## src/rtl/branch_sequencer.sv

```systemverilog
// branch_sequencer: PC/branch sequencer with LUT-redirected branches, halt/start lifecycle and run watchdog.
module branch_sequencer #(
  parameter int PC_W    = 7,
  parameter int IDX_W   = 6,
  parameter int CNT_W   = 16,
  parameter int TIMEOUT = 0
) (
  input  logic             clk,
  input  logic             reset,
  input  logic             start,
  input  logic             halt,
  input  logic             jump,
  input  logic             branch,
  input  logic             cond,
  input  logic [IDX_W-1:0] idx,
  input  logic [PC_W-1:0]  lut_target,
  output logic [IDX_W-1:0] lut_index,
  output logic [PC_W-1:0]  pc,
  output logic             fetch_en,
  output logic             busy,
  output logic             done,
  output logic             timeout,
  output logic             overflow,
  output logic [CNT_W-1:0] cycles
);
  typedef enum logic [1:0] {IDLE, RUN, LOOKUP, HALTED} state_t;
  state_t           r_state;
  logic [IDX_W-1:0] r_lut_index;
  logic [PC_W-1:0]  r_pc;
  logic             r_fetch_en, r_busy, r_done, r_timeout, r_overflow;
  logic [CNT_W-1:0] r_cycles;
  logic             w_taken, w_wdog, w_last;
  logic [CNT_W-1:0] w_cyc_next;
  assign w_taken    = jump | (branch & cond);
  // Fires on the last allowed busy cycle so the run ends after exactly TIMEOUT busy cycles.
  assign w_wdog     = (TIMEOUT != 0) && (r_cycles == CNT_W'(TIMEOUT - 1));
  assign w_last     = r_pc == '1;
  assign w_cyc_next = (r_cycles == '1) ? r_cycles : r_cycles + 1'b1;
  always_ff @(posedge clk or posedge reset) begin
    if (reset) begin
      r_state     <= IDLE;
      r_lut_index <= '0;
      r_pc        <= '0;
      r_fetch_en  <= 1'b0;
      r_busy      <= 1'b0;
      r_done      <= 1'b0;
      r_timeout   <= 1'b0;
      r_overflow  <= 1'b0;
      r_cycles    <= '0;
    end else begin
      case (r_state)
        RUN: begin
          r_cycles <= w_cyc_next;
          if (w_wdog || halt || (!w_taken && w_last)) begin
            r_state    <= HALTED;
            r_fetch_en <= 1'b0;
            r_busy     <= 1'b0;
            r_done     <= 1'b1;
            r_timeout  <= w_wdog;
            r_overflow <= !w_wdog && !halt;
          end else if (w_taken) begin
            r_state     <= LOOKUP;
            r_lut_index <= idx;
            r_fetch_en  <= 1'b0;
          end else begin
            r_pc <= r_pc + 1'b1;
          end
        end
        LOOKUP: begin
          r_cycles <= w_cyc_next;
          if (w_wdog) begin
            r_state   <= HALTED;
            r_busy    <= 1'b0;
            r_done    <= 1'b1;
            r_timeout <= 1'b1;
          end else begin
            r_state    <= RUN;
            r_pc       <= lut_target;
            r_fetch_en <= 1'b1;
          end
        end
        default: begin
          if (start) begin
            r_state    <= RUN;
            r_pc       <= '0;
            r_cycles   <= '0;
            r_fetch_en <= 1'b1;
            r_busy     <= 1'b1;
            r_done     <= 1'b0;
            r_timeout  <= 1'b0;
            r_overflow <= 1'b0;
          end
        end
      endcase
    end
  end
  assign lut_index = r_lut_index;
  assign pc        = r_pc;
  assign fetch_en  = r_fetch_en;
  assign busy      = r_busy;
  assign done      = r_done;
  assign timeout   = r_timeout;
  assign overflow  = r_overflow;
  assign cycles    = r_cycles;
endmodule

```

## config.mk

```make
export PLATFORM = sky130hd
export DESIGN_NAME = branch_sequencer
export DESIGN_NICKNAME = d
export VERILOG_FILES = /design/src/rtl/branch_sequencer.sv
export SDC_FILE = /design/constraint.sdc
export NUM_CORES = 1
export LEC_CHECK = 0
export ABC_CLOCK_PERIOD_IN_PS = 3400
export CAP_MARGIN = 20
export CORE_UTILIZATION = 50
export CTS_BUF_LIST = sky130_fd_sc_hd__clkbuf_16
export DETAILED_ROUTE_END_ITERATION = 16
export PLACE_DENSITY = 0.91
export SYNTH_ARGS = -nofsm -noshare
export SYNTH_HDL_FRONTEND = slang
export SYNTH_SLANG_ARGS = --single-unit
```

## constraint.sdc

```tcl
create_clock -name clk -period 3.4 [get_ports clk]
set_clock_uncertainty 0.15 [all_clocks]
set_input_delay 0.85 -clock clk [delete_from_list [all_inputs] [get_ports clk]]
set_output_delay 0.85 -clock clk [all_outputs]
set_load 0.01 [all_outputs]
```

==> out/summary.txt <==
status: finished, final reports clean
CP arrival: 2470 ps
crit path time final: 2476 ps
Final Setup Violations: 0
worst r2r src: r_state[1]$_DFFE_PP0P_
Final Slew Violations: 0
drt via density: 5.974
commonest non-fill, non-tap cells in the layout: 52 x clkdlybuf4s50_1, 35 x dfrtp_1, 21 x nand2_1, 11 x nor2_1, 11 x o21ai_0
r2r endpoint: pc[6]$_DFFE_PP0P_
sequential share of the synthesized area: 45.90%
post-CTS repair timing setup buffer count: 0
post-route ant nets: 0
worst setup path startpoint: start
Worst-Margin Slew: 844.4 ps
worst hold path cell count: 1
Hold Slack: 339.4 ps
# hold bufs at CTS: 0
clock buffer depth: 2
Max Cap Viol: 0
Final Net Count: 278
Setup crit end: pc[4]$_DFFE_PP0P_
port buffer count: 52
unrepaired setup endpoints after global routing: false
wire per inst: 15.25 um
Die Span Y: 63.78 um
GRT Residual Overflow: 0
drt drc: 0
root buffer cell: clkbuf_16
CTS Buf Count: 5
Power Density: 715.6 nW/um2
largest area contributor in the netlist: dfrtp_1
first-pass GRT wire length: 7438 um
Fmax: 403.8 MHz
crit end category: register
post-CTS resize count: 0
setup TNS: 0 ps
FFs w/ async S/R, synth: 100.0%
gpl congestion: 0.8445
Mean Syn Cell Area: 9.540 um2
CP Max Fanout: 10
reg2reg setup slack: 1040 ps
HP Class: reg -> reg
Syn Nets: 224
Top Ports: 54
Static Leak: 1.084 nW
ratio of cells with drive above 1 in the final layout: 7.843%
predominant post-synthesis flop cell: dfrtp_1
VDD IR-drop max: 0.4331 mV
Fin. Hold Viols: 0
Initial Utilization: 52.12%
CP Class: in -> reg
Startpoint Class: input pin
Distinct cells, synth: 47
fill cell count: 290
commonest non-fill, non-tap cell in the layout: clkdlybuf4s50_1
clock latency on the worst-skew pair: 280 ps
ANT cells: 0
Post-synth EDFFs: 0
slew margin rel.: 43.71%
H-tree Lvls: 2
via count: 1810
Gate Count Post-Synth: 200
core area: 3661 um2
GRT Resource Usage Total: 24.01%
WL final: 4622 um
R2R cell count: 6
register area: 875.8 um2
clock sinks: 35
CTS tree: built
Final period util: 72.84%
Yosys top cell area share: 45.90%
Mapped Area: 1908 um2
top cells by area, synth: dfrtp_1 46%, nand2_1 4.1%, mux2_2 3.5%, o21ai_0 2.9%, ha_1 2.6%
DR pass1 iterations: 4
area of the multi-input gates: 959.7 um2
DP HPWL: 3184 um
num rows: 22
chip width: 63.78 um
Reg clk slew, reported paths: 60 ps
initial antenna violation count: 0
YS warnings: 0
drt initial violations: 179
vias in the first global route: 1557
FF+latch count, synth: 35
die area: 4067 um2
largest net degree at the start of global routing: 36
critical path required time: 3400 ps
Layout area overhead: 36.72%
-- cells by family (layout without fill, tap and decap cells) --
kind of cell	Yosys count	after routing	synth area share, %
AO/OA/AOI/OAI	59	59	20.85
adder cells (fa/ha/maj)	4	4	2.623
buffers and inverters	18	73	3.803
flip-flops	35	35	45.90
multiplexers	10	10	5.639
other	1	1	0.1965
AND/OR/NAND/NOR	73	73	20.98
-- worst min-delay path by stage --
| stage | slack, ps | end | from |
|---|---|---|---|
| floorplan | 370 | fetch_en$_DFFE_PP0P_ | fetch_en$_DFFE_PP0P_ |
| global placement | 320 | fetch_en$_DFFE_PP0P_ | fetch_en$_DFFE_PP0P_ |
| detailed placement | 320 | fetch_en$_DFFE_PP0P_ | fetch_en$_DFFE_PP0P_ |
| CTS | 340 | fetch_en$_DFFE_PP0P_ | fetch_en$_DFFE_PP0P_ |
| global route | 360 | fetch_en$_DFFE_PP0P_ | fetch_en$_DFFE_PP0P_ |
| finish | 340 | fetch_en$_DFFE_PP0P_ | fetch_en$_DFFE_PP0P_ |
-- Yosys cell counts (3+ instances only) --
cell and n:
dfrtp_1 35, nand2_1 21, nor2_1 11, o21ai_0 11, inv_1 10, nand3_1 9
o21ai_1 8, and3_1 7, a21oi_1 6, mux2_2 6, nand4_1 6, o211ai_1 5
a31oi_1 4, clkbuf_1 4, ha_1 4, mux2i_1 4, nand2b_1 4, o31ai_1 4
nor3_1 3
-- stage by stage --
step           utilization (%)  power (mW)  setup WS [ps]  cell area [um2]  std cells
6_report                 71.26       1.867          923.6             2609        303
5_1_grt                  71.26       1.984          836.4             2609        303
4_1_cts                  71.26       1.866          976.4             2609        303
3_5_place_dp             67.43       1.427          731.5             2469        295
3_3_place_gp             67.43       1.406          782.1             2469        295
2_1_floorplan                -       1.094           1310             1908        200
-- registers in the layout (all words and copies together) (netlist names) --
signal,flops
fetch_en,1
pc,7
cycles,16
done,1
r_state,2
lut_index,6
overflow,1
busy,1
-- routing by layer --
| metal | track usage (%) | vias up | share of wire [%] |
|---|---|---|---|
| met5 | 0 | - | 0 |
| met4 | 11.65 | 0 | 1.7 |
| met1 | 33.53 | 858 | 43 |
| met2 | 35.11 | 84 | 48 |
| met3 | 5.357 | 8 | 6.8 |
| li1 | - | 860 | - |
-- worst max-delay path: stages --
cell	delay [ps]
clkdlybuf4s50_1	660
or3_1	170
o221ai_1	370
o21ai_1	280
o21ai_0	130
-- where the power goes --
| group | internal [mW] | switching [mW] | leakage [nW] | total, mW |
|---|---|---|---|---|
| Clock | 0.267 | 0.168 | 0.0733 | 0.435 |
| Combinational | 0.363 | 0.436 | 0.555 | 0.799 |
| Sequential | 0.529 | 0.105 | 0.456 | 0.633 |
-- layout make-up --
class,instances,share of cell area [%]
Multi-Input combinational cell,147,36.79
Inverter,12,1.727
Tap cell,48,2.302
Clock buffer,5,4.796
Clock inverter,3,0.5755
Timing Repair Buffer,53,20.24
Sequential cell,35,33.57
No activity file was read; power rests on OpenSTA's default activity.
